### src/rtl/dac_bus_deinterleave.sv
// Receive-side pairing checker for the fast DAC DDR bus: pairs CHB/CHA words, undoes the
// negative-slope code, tracks lock. Define DAC_BUS_CHK_STATS_EN to build err_o/err_cnt_o.
module dac_bus_deinterleave #(
   parameter int DW       = 14,
   parameter int LOCK_CNT = 4,
   parameter int ERR_W    = 16
) (
   input  logic             dac_clk_i,
   input  logic             dac_rst_i,
   input  logic [DW-1:0]    dac_dat_i,
   input  logic             dac_sel_i,
   input  logic             dac_wrt_i,
   input  logic             dac_ic_rst_i,
   output logic [DW-1:0]    dat_a_o,
   output logic [DW-1:0]    dat_b_o,
   output logic             dat_vld_o,
   output logic             lock_o,
   output logic             err_o,
   output logic [ERR_W-1:0] err_cnt_o
);

   typedef enum logic [1:0] {HUNT, WAIT_A, WAIT_B} state_t;

   localparam logic [3:0] LOCK_V = 4'(LOCK_CNT);

   state_t        state;
   logic [DW-1:0] dat_r;
   logic          sel_r;
   logic          wrt_r;
   logic [DW-1:0] hold_b;
   logic [3:0]    good_cnt;
   logic [3:0]    good_nxt;
   logic          seq_err;

   function automatic logic [DW-1:0] conv(input logic [DW-1:0] w);
      return {w[DW-1], ~w[DW-2:0]};
   endfunction

   always_ff @(posedge dac_clk_i or posedge dac_rst_i) begin
      if (dac_rst_i) begin
         dat_r <= '0;
         sel_r <= 1'b0;
         wrt_r <= 1'b0;
      end else begin
         dat_r <= dac_dat_i;
         sel_r <= dac_sel_i;
         wrt_r <= dac_wrt_i && !dac_ic_rst_i;
      end
   end

   always_comb begin
      good_nxt = (good_cnt == LOCK_V) ? good_cnt : good_cnt + 4'd1;
      seq_err  = wrt_r && !dac_ic_rst_i &&
                 (((state == WAIT_A) && sel_r) || ((state == WAIT_B) && !sel_r));
   end

   always_ff @(posedge dac_clk_i or posedge dac_rst_i) begin
      if (dac_rst_i) begin
         state     <= HUNT;
         hold_b    <= '0;
         good_cnt  <= '0;
         dat_a_o   <= '0;
         dat_b_o   <= '0;
         dat_vld_o <= 1'b0;
         lock_o    <= 1'b0;
      end else begin
         dat_vld_o <= 1'b0;
         if (dac_ic_rst_i) begin
            state    <= HUNT;
            good_cnt <= '0;
            lock_o   <= 1'b0;
         end else if (seq_err) begin
            good_cnt <= '0;
            lock_o   <= 1'b0;
            if (state == WAIT_A) hold_b <= dat_r;
         end else if (wrt_r) begin
            // Errors are filtered above, so WAIT_A here always sees CHA and WAIT_B sees CHB.
            case (state)
               HUNT: begin
                  if (sel_r) begin
                     hold_b <= dat_r;
                     state  <= WAIT_A;
                  end
               end
               WAIT_A: begin
                  dat_b_o   <= conv(hold_b);
                  dat_a_o   <= conv(dat_r);
                  dat_vld_o <= 1'b1;
                  good_cnt  <= good_nxt;
                  if (good_nxt == LOCK_V) lock_o <= 1'b1;
                  state     <= WAIT_B;
               end
               WAIT_B: begin
                  hold_b <= dat_r;
                  state  <= WAIT_A;
               end
               default: state <= HUNT;
            endcase
         end
      end
   end

`ifdef DAC_BUS_CHK_STATS_EN
   always_ff @(posedge dac_clk_i or posedge dac_rst_i) begin
      if (dac_rst_i) begin
         err_o     <= 1'b0;
         err_cnt_o <= '0;
      end else begin
         err_o <= seq_err;
         if (seq_err && (err_cnt_o != '1)) err_cnt_o <= err_cnt_o + ERR_W'(1);
      end
   end
`else
   assign err_o     = 1'b0;
   assign err_cnt_o = '0;
`endif

endmodule

### config.mk
export PLATFORM = sky130hd
export DESIGN_NAME = dac_bus_deinterleave
export DESIGN_NICKNAME = d
export VERILOG_FILES = /design/src/rtl/dac_bus_deinterleave.sv
export SDC_FILE = /design/constraint.sdc
export NUM_CORES = 1
export LEC_CHECK = 0
export BUFFER_PORTS_ARGS = -buffer_cell sky130_fd_sc_hd__buf_2
export CAP_MARGIN = 15
export CORE_AREA = 10 10 88 90
export CTS_CLUSTER_DIAMETER = 30
export DETAILED_ROUTE_END_ITERATION = 12
export DIE_AREA = 0 0 98 100
export PLACE_DENSITY = 0.79
export SLEW_MARGIN = 0
export SYNTH_ARGS = -nofsm -noshare
export SYNTH_HDL_FRONTEND = slang
export SYNTH_SLANG_ARGS = --single-unit
### constraint.sdc
create_clock -name dac_clk_i -period 1.7 [get_ports dac_clk_i]
set_input_delay 0.085 -clock dac_clk_i [delete_from_list [all_inputs] [get_ports dac_clk_i]]
set_output_delay 0.085 -clock dac_clk_i [all_outputs]
set_load 0.01 [all_outputs]
# After elaboration in Yosys (flattened, before gate mapping)
# Index checks and enable logic that the tools add are counted.
classes:
  n_reduce_logical: 20
  bitwise_logic: 4
  n_eq_ne: 8
  add_sub_neg: 1
  muxes: 24
ops:
  columns: ["operator", "n"]
  rows:
  - ["$mux W14", 4]
  - ["$pmux W14 S2", 1]
  - ["$not A13 Y13", 2]
  - ["$mux W4", 5]
  - ["$reduce_bool A3 Y1", 4]
  - ["$mux W1", 9]
  - ["$eq A4 B3 Y1 const B", 2]
  - ["$mux W2", 4]
  - ["$ne A3 B3 Y1 const B", 2]
  - ["$pmux W2 S3", 1]
  - ["$reduce_and A3 Y1", 2]
  - ["$logic_and A1 B1 Y1", 5]
  - ["$reduce_and A5 Y1", 1]
  - ["$add A4 B1 Y4 const B", 1]
  - ["$reduce_and A4 Y1", 1]
  - ["$reduce_bool A2 Y1", 2]
  - ["$eq A2 B1 Y1 const B", 1]
  - ["$eq A2 B2 Y1 const B", 1]
  - ["$logic_not A1 Y1", 2]
  - ["$logic_not A2 Y1", 1]
  - ["$ne A2 B1 Y1 const B", 1]
  - ["$ne A2 B2 Y1 const B", 1]
  - ["$not A1 Y1", 2]
  - ["$reduce_and A2 Y1", 1]
  - ["$logic_or A1 B1 Y1", 1]
word_totals:
  out_inout_bits: 47
  in_bits: 19
  register_bits: 66
  word_cells: 67

# Depth between registers and ports, before layout
depth:
  ltp_word: 8
  depth_mapped: 7
  depth_no_buf: 6

# Worst setup path before layout
# OpenSTA, ideal clock, no wires.
synth_timing:
  path_type: "reg2reg"
  startpoint: "reg good_cnt[0]"
  endpoint: "reg lock_o"
  t_required_ps: 1628
  setup_ps: 72
  arrival_ps: 1321
  n_path_buf: 0
  path_stages_with_launch: 6
  slack_ps: 307
  period_less_slack_ps: 1393
  path_cell_list: "dfrtp_1 -> ha_1 -> and2_1 -> a2111oi_0 -> a31oi_1 -> nor2_1"
synth_between:
  elab_chain_len: 5
  elab_cells_between_ends: 6
  cone_classes: "1 x add/sub; 2 x eq/ne; 1 x mux; 2 x reduce/logical"
synth_rtl:
  columns: ["element", "line_no", "rtl"]
  rows:
  - ["start: declaration", "31", "logic [3:0] good_cnt;"]
  - ["start signal: assignment", "89", "good_cnt <= good_nxt;"]
  - ["$add A4 B1 Y4 or $eq A4 B3 Y1 (tied branches)", "52", "good_nxt = (good_cnt == LOCK_V) ? good_cnt : good_cnt + 4'd1;"]
  - ["$mux W4 *", "52", null]
  - ["$eq A4 B3 Y1 *", "90", "if (good_nxt == LOCK_V) lock_o <= 1'b1;"]
  - ["$reduce_bool A3 Y1 (no line) *", null, null]
  - ["$reduce_and A3 Y1 (no line) *", null, null]
  - ["end signal: assignment", "65", "lock_o <= 1'b0;"]
  - ["end signal: assignment", "71", "lock_o <= 1'b0;"]
  - ["end signal: assignment", "90", null]
  - ["end: declaration", "17", "output logic lock_o,"]
# Mark *: on every way between the ends. The rest lies on a longest branch, timed or not.
# A chain may end at the register's enable or synchronous reset.

# Worst setup path in the final report
# Ends and elaborated chain as after synthesis.

==> flow_summary.ini <==
[status]
status = finished clean

[synthesis]
seq_area_frac_synth = 0.630
yosysTopAreaCell = dfrtp_1
synth_area_leaders = dfrtp_1 63%, o21ai_2 5.7%, buf_4 5.2%
synth_top_area_frac = 0.630
synthMuxAreaShare = 0.0677
synth_top_family_by_area = compound AO/OA/AOI/OAI gates
synth_warnings = 0
yosys.area_share.xor_xnor = 0.00668
ys_types = 34
synth_cells = 207
post_synth.cell_area_avg_um2 = 12.7
netlist_area_um2 = 2620
synth-seq-cells = 66
synthAdderAreaFrac = 0.00954
synth_compound_area_frac = 0.107
synth-simple-area-share = 0.0930

[sta]
hold_viol_final = 0
relSlewSlack = 0.607
min_period_ns = 1.51
tns_ns = 0
fmax_mhz = 664
fin_skew_ns = 0.00594
setup_viol = 0
period_share = 0.886
worst_pin_slew_ns = 0.589
final_max_slew_viol_count = 0
grt_setup_unrepaired = no

[floorplanning]
core_area_um2 = 6130
die_w_um = 98
num_io_pins = 66
die_area_um2 = 9800
rows = 29
start_util = 0.428
fp.dieH_um = 100

[detailed_routing]
drt_iter0_drc = 41
drcViolationCount = 0
first_pass_iters = 3
vias = 1635
postRouteAntennaNets = 0
viasPerCell = 4.50
wl_um = 4750
wl_per_cell_um = 13.1

[critical_path]
critPathSlowestCell = dfrtp_1
start_kind = flip-flop
path_cells = ha_1 -> and2_1 -> a2111oi_1 -> a31oi_1 -> nor2_1
cp_data_arrival_time_ns = 1.76
crit_type = flip-flop to flip-flop
crit_required_ns = 1.95
end_kind = flip-flop
cp_slowest_stage_delay_ns = 0.42
cp_max_fo = 4

[finish]
multi_input_area_um2 = 810
finalNetCount = 302
mostFrequentLayoutCells = 66 x dfrtp_1, 48 x buf_2, 35 x nand2_1
final_cells = 363
regArea_um2 = 1650
syn_to_final_growth_pct = 25.3
n_antenna_cell = 0
layout_commonest_cell = dfrtp_1
fill_cells = 533
drive_above_1_share = 0.360

[place]
dpl.cell_count = 328
port_buffers = 48
post-dp-hpwl_um = 3550
gp_congestion = 0.696

[global_route]
antenna_found_initial = 0
grt_overflow = 0
grt_max_degree = 37
grt_pass1_wl_um = 8170
track_usage = 0.102
grt_pass1_vias = 1779

[clock_network]
cts.path.max_buffers = 2
path_clk_slew_ns = 0.07
cts_tree = done
cts_num_sinks = 66
ctsHtreeMaxLevel = 3
cts_made_buffers = 9
insertion_delay_ns = 0.33
clockRootBuffer = clkbuf_8

[power_and_ir_drop]
p_per_area_nw_per_um2 = 1170
p_leak_nw = 1.62
vdd_drop_max_v = 0.000628

[min_path]
hold_path.class = primary input to asynchronous set/reset pin

[flow_run]
cap_violations = 0
[Yosys cell counts, drive strengths merged]
cell,count
and2,1
a21oi,2
nand4bb,1
nor3b,1
a22o,1
nand2b,1
ha,2
a2111oi,1
o21ai,27
xnor2,2
a31oi,2
a211oi,1
nor2,7
a21boi,1
nand3b,3
nand3,2
o21a,1
inv,4
or2,1
o2bb2ai,1
mux2i,2
buf,25
mux2,14
dfrtp,66
nor2b,2
conb,1
nand2,35
[stage by stage]
stage                     worst slack, ns  cell area [µm²]   util  power (mW)  hold slack [ns]
final                               0.194             3290  0.536        3.84            0.368
after global routing              0.00504             3290  0.536        4.08            0.377
after CTS                           0.172             3280  0.536        3.90            0.369
after detailed placement            0.192             2890  0.471        2.56            0.180
after global placement              0.248             2890  0.471        2.53            0.186
after floorplan                     0.307             2690      -        2.33            0.116
[flip-flops by register name (all words and copies together) (netlist names)]
register and count:
dat_a_o 14, dat_b_o 14, dat_r 14, dat_vld_o 1, good_cnt 4, hold_b 14
lock_o 1, sel_r 1, state 2, wrt_r 1
[cell type report]
type	instances	area share
Timing Repair Buffer	72	0.154
Multi-Input combinational cell	128	0.246
Sequential cell	66	0.503
Tap cell	77	0.0293
Inverter	4	0.00571
Clock buffer	11	0.0461
Clock inverter	5	0.0160
[what timing repair did]
action,in CTS,in global routing
hold buffers,19,0
endpoints found under the setup margin,0,1
resized for setup,0,1
endpoints found under the hold margin,43,0
buffers inserted,0,0
[power by group]
part	leakage, nW	internal [mW]	switching [mW]
Combinational	0.713	0.284	0.306
Sequential	0.804	1.81	0.141
Clock	0.105	0.749	0.547
[worst max-delay path: cells and delay by family, from the launching register on]
kind | cells | cell delay (ns)
adders and majority gates | 1 | 0.22
DFF | 1 | 0.42
AOI/OAI and AO/OA | 2 | 0.51
and+or+nand+nor | 2 | 0.28
[path summary, 6_finish.rpt]
path | from | end | slack, ns | cells after the start
hold reg to reg | dat_r[8] | dat_a_o[8] | 0.44 | 1
hold / removal | dac_rst_i | dat_b_o[8] | 0.37 | 3
max in group asynchronous | dac_rst_i | dat_a_o[6] | 0.75 | 4
min in group dac_clk_i | dac_dat_i[2] | dat_r[2] | 0.39 | 2
setup / recovery | good_cnt[0] | lock_o | 0.19 | 5
setup reg to reg | good_cnt[0] | lock_o | 0.19 | 5
[cells by family after synthesis]
kind of cell               count (synthesis)
DFF                                       66
and+or+nand+nor                           54
AOI/OAI and AO/OA                         37
buffers and inverters                     29
muxes                                     16
adders and majority gates                  2
xor gates and xnor gates                   2
other                                      1
[per-layer routing]
metal  part of all wire  vias up  track usage
li1                   -      812            -
met1               0.43      765        0.112
met2               0.47       50        0.158
met3              0.081        8       0.0488
met4              0.019        0       0.0604
met5                  0        -            0
Note: power is estimated with default switching activity, not from simulation.
